File: src/rtl/seq_alu.sv
// Sequential ALU behind a valid/ready handshake: single-cycle ops finish at the
// accepting edge, MUL runs an iterative shift-add over WIDTH cycles.
module seq_alu #(
    parameter int WIDTH = 16
) (
    input  logic             clk,
    input  logic             rst,
    input  logic             in_valid,
    output logic             in_ready,
    input  logic [3:0]       alu_op,
    input  logic [WIDTH-1:0] alu_a,
    input  logic [WIDTH-1:0] alu_b,
    output logic             out_valid,
    input  logic             out_ready,
    output logic [WIDTH-1:0] alu_result,
    output logic             z,
    output logic             v,
    output logic             n,
    output logic             c,
    output logic             err
);

    localparam int SHW = $clog2(WIDTH);
    localparam int MSB = WIDTH - 1;
    localparam logic [SHW-1:0] CNT_LAST = SHW'(WIDTH - 1);

    localparam logic [3:0] OP_ADD  = 4'd0;
    localparam logic [3:0] OP_SUB  = 4'd1;
    localparam logic [3:0] OP_NAND = 4'd2;
    localparam logic [3:0] OP_XOR  = 4'd3;
    localparam logic [3:0] OP_INC  = 4'd4;
    localparam logic [3:0] OP_SRA  = 4'd5;
    localparam logic [3:0] OP_SRL  = 4'd6;
    localparam logic [3:0] OP_SLL  = 4'd7;
    localparam logic [3:0] OP_ROL  = 4'd8;
    localparam logic [3:0] OP_ROR  = 4'd9;
    localparam logic [3:0] OP_MUL  = 4'd10;

    typedef enum logic [1:0] {IDLE, BUSY, DONE} state_t;

    state_t state, state_next;

    logic             accept;
    logic             is_mul;
    logic [SHW-1:0]   shamt;
    logic [WIDTH-1:0] addend;
    logic [WIDTH:0]   sum;
    logic [WIDTH:0]   diff;
    logic [WIDTH-1:0] op_res;
    logic             op_v;
    logic             op_c;
    logic             op_err;

    logic [2*WIDTH-1:0] mul_acc;
    logic [2*WIDTH-1:0] mul_mcand;
    logic [2*WIDTH-1:0] mul_acc_next;
    logic [WIDTH-1:0]   mul_mplier;
    logic [SHW-1:0]     mul_cnt;
    logic               mul_last;

    assign in_ready     = (state == IDLE) || (state == DONE && out_ready);
    assign out_valid    = (state == DONE);
    assign accept       = in_valid && in_ready;
    assign is_mul       = (alu_op == OP_MUL);
    assign mul_last     = (mul_cnt == CNT_LAST);
    assign mul_acc_next = mul_acc + (mul_mplier[0] ? mul_mcand : '0);

    always_comb begin
        state_next = state;
        if (accept) begin
            state_next = is_mul ? BUSY : DONE;
        end else if (state == BUSY && mul_last) begin
            state_next = DONE;
        end else if (state == DONE && out_ready) begin
            state_next = IDLE;
        end
    end

    always_comb begin
        // NOTE: every output of this block is given a default first, so no latch is inferred.
        shamt  = alu_b[SHW-1:0];
        addend = (alu_op == OP_INC) ? WIDTH'(1) : alu_b;
        sum    = {1'b0, alu_a} + {1'b0, addend};
        diff   = {1'b0, alu_a} - {1'b0, alu_b};
        op_res = '0;
        op_v   = 1'b0;
        op_c   = 1'b0;
        op_err = 1'b0;
        case (alu_op)
            OP_ADD, OP_INC: begin
                op_res = sum[MSB:0];
                op_c   = sum[WIDTH];
                op_v   = (alu_a[MSB] == addend[MSB]) && (op_res[MSB] != alu_a[MSB]);
            end
            OP_SUB: begin
                op_res = diff[MSB:0];
                op_c   = diff[WIDTH];  // wraps into bit WIDTH exactly when a < b
                op_v   = (alu_a[MSB] != alu_b[MSB]) && (op_res[MSB] != alu_a[MSB]);
            end
            OP_NAND: op_res = ~(alu_a & alu_b);
            OP_XOR:  op_res = alu_a ^ alu_b;
            OP_SRA:  op_res = $signed(alu_a) >>> shamt;
            OP_SRL:  op_res = alu_a >> shamt;
            OP_SLL:  op_res = alu_a << shamt;
            OP_ROL:  op_res = (alu_a << shamt) | (alu_a >> (WIDTH - int'(shamt)));
            OP_ROR:  op_res = (alu_a >> shamt) | (alu_a << (WIDTH - int'(shamt)));
            OP_MUL:  op_res = '0;
            default: op_err = 1'b1;
        endcase
    end

    // NOTE: registers take non-blocking assignments so every flop samples pre-edge values.
    always_ff @(posedge clk) begin
        if (rst) begin
            state      <= IDLE;
            alu_result <= '0;
            z          <= 1'b0;
            v          <= 1'b0;
            n          <= 1'b0;
            c          <= 1'b0;
            err        <= 1'b0;
        end else begin
            state <= state_next;
            if (accept && !is_mul) begin
                alu_result <= op_res;
                z          <= ~|op_res;
                n          <= op_res[MSB];
                v          <= op_v;
                c          <= op_c;
                err        <= op_err;
            end else if (state == BUSY && mul_last) begin
                alu_result <= mul_acc_next[MSB:0];
                z          <= ~|mul_acc_next[MSB:0];
                n          <= mul_acc_next[MSB];
                v          <= 1'b0;
                c          <= |mul_acc_next[2*WIDTH-1:WIDTH];
                err        <= 1'b0;
            end
        end
    end

    // NOTE: the multiplier datapath has no reset; it is always loaded on a MUL accept before use.
    always_ff @(posedge clk) begin
        if (accept && is_mul) begin
            mul_acc    <= '0;
            mul_mcand  <= {{WIDTH{1'b0}}, alu_a};
            mul_mplier <= alu_b;
            mul_cnt    <= '0;
        end else if (state == BUSY) begin
            mul_acc    <= mul_acc_next;
            mul_mcand  <= mul_mcand << 1;
            mul_mplier <= mul_mplier >> 1;
            mul_cnt    <= mul_cnt + 1'b1;
        end
    end

endmodule

File: config.mk
export PLATFORM = sky130hd
export DESIGN_NAME = seq_alu
export DESIGN_NICKNAME = d
export VERILOG_FILES = /design/src/rtl/seq_alu.sv
export SDC_FILE = /design/constraint.sdc
export NUM_CORES = 1
export LEC_CHECK = 0
export CAP_MARGIN = 30
export CELL_PAD_IN_SITES_DETAIL_PLACEMENT = 0
export CELL_PAD_IN_SITES_GLOBAL_PLACEMENT = 1
export CORE_ASPECT_RATIO = 0.5
export CORE_UTILIZATION = 40
export DETAILED_ROUTE_END_ITERATION = 7
export PLACE_DENSITY_LB_ADDON = 0.2
export SLEW_MARGIN = 20
export SYNTH_ARGS = -nofsm -noshare
export SYNTH_HDL_FRONTEND = slang
export SYNTH_SLANG_ARGS = --single-unit
export TNS_END_PERCENT = 1
File: constraint.sdc
create_clock -name clk -period 12.45 [get_ports clk]
set_input_delay 1.245 -clock clk [delete_from_list [all_inputs] [get_ports clk]]
set_output_delay 1.245 -clock clk [all_outputs]
set_load 0.005 [all_outputs]
==> results.sh <==
export IMPL_power_frac_comb_pct=48.0
export IMPL_seq_area_frac_synth_pct=21.3
export IMPL_syn_num_nets=1523
export IMPL_path_depth=18
export IMPL_routed_via_density=6.21
export IMPL_setup_viol=0
export IMPL_io_buffers=62
export IMPL_synth_edf_count=32
export IMPL_cts_buffers=9
export IMPL_vias=11100
export IMPL_ant_nets=0
export IMPL_initial_core_util_pct=41.0
export IMPL_dp_hpwl_mm=33.1
export IMPL_cp_required_ps=12730
export IMPL_crit_path_cell_trace="clkdlybuf4s50_1 -> nor2b_1 -> nor3b_2 -> buf_4 -> or2_2 -> ha_1 -> inv_1 -> fa_1 -> nor2_1 -> a21oi_1 -> o31ai_1 -> a2111oi_2 -> o221ai_1 -> nor3_1 -> nand4_1 -> or4_1 -> or4b_1 -> a311oi_2"
export IMPL_finalNonFillerCells=1795
export IMPL_cp_endpoint="z"
export IMPL_clkPwrFrac_pct=20.7
export IMPL_hold_start="mul_mcand[31]"
export IMPL_num_nets_final=1534
export IMPL_gr_usage_all_layers_pct=30.7
export IMPL_multi_input_area_mm2=0.00846
export IMPL_postLayoutCoreUtil_pct=45.5
export IMPL_final_cell_area_mm2=0.0127
export IMPL_p_switching_mw=0.653
export IMPL_synth_seq_cells=106
export IMPL_first_pass_iters=5
export IMPL_fmax_mhz=160
export IMPL_synthArstFlopShare_pct=0
export IMPL_die_w_um=241
export IMPL_cp_start_kind="input pin"
export IMPL_seqCellArea_mm2=0.00244
export IMPL_antenna_found_initial=0
export IMPL_place_congestion=0.963
export IMPL_slew_viol_final=0
export IMPL_clock_latency_ps=380
export IMPL_dieArea_mm2=0.0293
export IMPL_area_delta_synth_final_pct=11.0
export IMPL_slowest_stage="clkdlybuf4s50_1"
export IMPL_status="finished, final reports clean"
export IMPL_drt_initial_drc_count=1007
export IMPL_rsz0062_at_grt="false"
export IMPL_worst_setup_path_type="in -> reg"
export IMPL_cp_startpoint="alu_op[2]"
export IMPL_power_internal_mw=0.860
export IMPL_skew_ps=12.1
export IMPL_antenna_cells=0
export IMPL_cp_arrival_ps=6530
export IMPL_synth_simple_area_share_pct=20.5
export IMPL_core_area_mm2=0.0279
export IMPL_drive_gt1_share_pct=12.1
export IMPL_hold_viol=0
export IMPL_cts_tree="yes"
export IMPL_max_stage_delay_ps=840
export IMPL_cap_violations=0
export IMPL_crit_family="simple AND/OR/NAND/NOR gates"
export IMPL_path_clk_slew_ps=90
export IMPL_worst_pin_slew_ps=1050
export IMPL_postCtsSetupRepairBufs=0
export IMPL_swShare_pct=43.2
export IMPL_synth_area_mm2=0.0114
export IMPL_power_density_mw_per_mm2=119
export IMPL_post_route_min_period_ps=6240
export IMPL_p_leak_nw=4.94
export IMPL_synthXorXnorAreaFrac_pct=3.89
export IMPL_r2r_start="mul_mplier[0]"
export IMPL_r2r_end="c"
export IMPL_synth_compound_area_share_pct=22.7
export IMPL_cts_sinks=106
export IMPL_holdBufCountCts=0
export IMPL_synth_ff_type="dfxtp_1"
export IMPL_netlist_cell_type_count=87
export IMPL_crit_path_end_kind="register"
export IMPL_place_area_mm2=0.0124
export IMPL_max_slew_margin_rel_pct=28.9
export IMPL_row_count=43
export IMPL_min_period_over_period_pct=50.1
export IMPL_cts_resized=0
export IMPL_cp_num_buf_inv=3
export IMPL_yosysWarnings=0
export IMPL_cts_buffer_depth=2
export IMPL_synth_mux_area_share_pct=16.9
export IMPL_seq_power_share_pct=31.3
export IMPL_synth_cells=1397
export IMPL_grt_overflow_total=0
export IMPL_fin_setup_tns_ps=0
export IMPL_cts_root_buf="clkbuf_16"
export IMPL_syn_avg_cell_area_um2=8.20
export IMPL_reg2reg_slack_ps=7770
export IMPL_worstRegToRegCells=13
export IMPL_wl_per_cell_um=24.8
export IMPL_io_pins=63
export IMPL_synth_top_family_by_area="compound AO/OA/AOI/OAI gates"
export IMPL_htree_num_levels=3
export IMPL_hp_class="reg -> reg"
export IMPL_die_h_um=122
export IMPL_grt_max_degree=74
export IMPL_ir_drop_mv=0.0652
export IMPL_first_global_vias=10600
export IMPL_fillers=2772
export IMPL_routed_wirelength_mm=44.5
export IMPL_drc=0
export IMPL_dp_cells=1776
export IMPL_synthAdderAreaFrac_pct=9.59
export IMPL_grt_pass1_wl_mm=66.7
export IMPL_critPathMaxFanout=17
[worst register-to-register path, stage by stage, from the launching register on]
cell,delay (ps)
edfxtp_1,530
buf_8,230
and2_1,180
ha_1,350
nand4_1,130
nor4b_1,80
o311ai_0,730
a21oi_1,250
nor4_1,660
nor3_1,180
o41ai_1,560
a21oi_1,140
a311o_1,360
a41oi_1,220
[per-stage QoR]
step	power [mW]	setup slack (ps)	hold slack, ps
floorplan	0.978	7150	432
global route	1.61	5990	483
finish	1.51	6210	464
global placement	1.19	5630	444
detailed placement	1.20	5530	450
CTS	1.51	5900	470
[synthesized netlist by cell type, drive strengths merged, types with 13 or more instances]
master	count	area [um2]
inv	37	139
nor4	17	113
xor2	25	226
mux2	54	608
ha	83	1040
o21ai	85	425
edfxtp	32	961
mux4	31	698
clkbuf	64	240
xnor2	25	219
nand2	150	571
o211ai	14	105
nor3	31	155
nand2b	16	100
nor2	142	543
a21o	18	135
nand3	22	110
nor2b	15	93.8
o22ai	15	93.8
dfxtp	74	1480
a21oi	83	415
a221oi	13	120
a211oi	29	223
mux2i	63	631
buf	33	195
a31oi	13	87.6
and2	35	219
[kinds of logic (layout without fill, tap and decap cells)]
| family | after synthesis | count (layout) |
|---|---|---|
| buffers and inverters | 135 | 151 |
| adders and majority gates | 86 | 86 |
| DFF | 106 | 106 |
| xor gates and xnor gates | 50 | 50 |
| and+or+nand+nor | 488 | 488 |
| AOI/OAI and AO/OA | 384 | 384 |
| muxes | 148 | 148 |
[worst min path at each step]
stage               slack, ps  cells past startpoint            end
floorplan                 430                      2    mul_acc[18]
global placement          440                      2    mul_acc[18]
detailed placement        450                      2    mul_acc[19]
CTS                       470                      2  mul_mcand[31]
global route              480                      2  mul_mcand[31]
finish                    460                      2  mul_mcand[31]
[power by group through the flow]
stage	clock (mW)	combinational (mW)	sequential [mW]
final	0.313	0.726	0.474
after global routing	0.334	0.793	0.484
after CTS	0.323	0.717	0.475
after detailed placement	0	0.713	0.482
after global placement	0	0.705	0.480
after floorplan	0	0.509	0.469
[cell usage in the layout, fill, tap and decap left out, types with 9 or more instances in the layout]
cell and count:
clkdlybuf4s50_1 59, a22o_1 9, a211oi_1 28, nand4_1 11
edfxtp_1 32, xnor2_1 25, ha_1 83, nor2b_1 14
xor2_1 24, nor4_1 16, and2_1 35, and3_1 9
inv_1 34, a21o_1 18, clkbuf_16 9, buf_4 31
o31ai_1 11, mux4_2 31, a31oi_1 12, mux2i_1 63
nor3_1 30, nor2_1 140, o21a_1 9, mux2_2 53
nand3_1 22, o21ai_0 85, a21oi_1 83, a221oi_1 12
nand2_1 149, dfxtp_1 74, nand2b_1 15, o211ai_1 14
o22ai_1 15
[layer usage]
layer  wire [um]  global-route usage (%)  part of all wire [%]
met1       20800                    43.0                    47
met2       19000                    46.7                    43
met3        3300                    5.85                   7.4
met4        1450                    11.3                   3.3
met5           0                       0                     0
[state kept, by name, indices dropped and copies added, names as in the netlist]
signal / cells
c: 1
err: 1
mul_acc: 32
mul_cnt: 4
z: 1
v: 1
alu_result: 16
mul_mcand: 32
mul_mplier: 16
state: 2
[final cells by class]
| type | count | area share (%) |
|---|---|---|
| Timing Repair Buffer | 97 | 6.95 |
| Multi-Input combinational cell | 1156 | 66.5 |
| Tap cell | 382 | 3.76 |
| Clock buffer | 9 | 1.77 |
| Inverter | 38 | 1.12 |
| Clock inverter | 7 | 0.679 |
| Sequential cell | 106 | 19.2 |
Note: power is estimated with default switching activity, not from simulation.
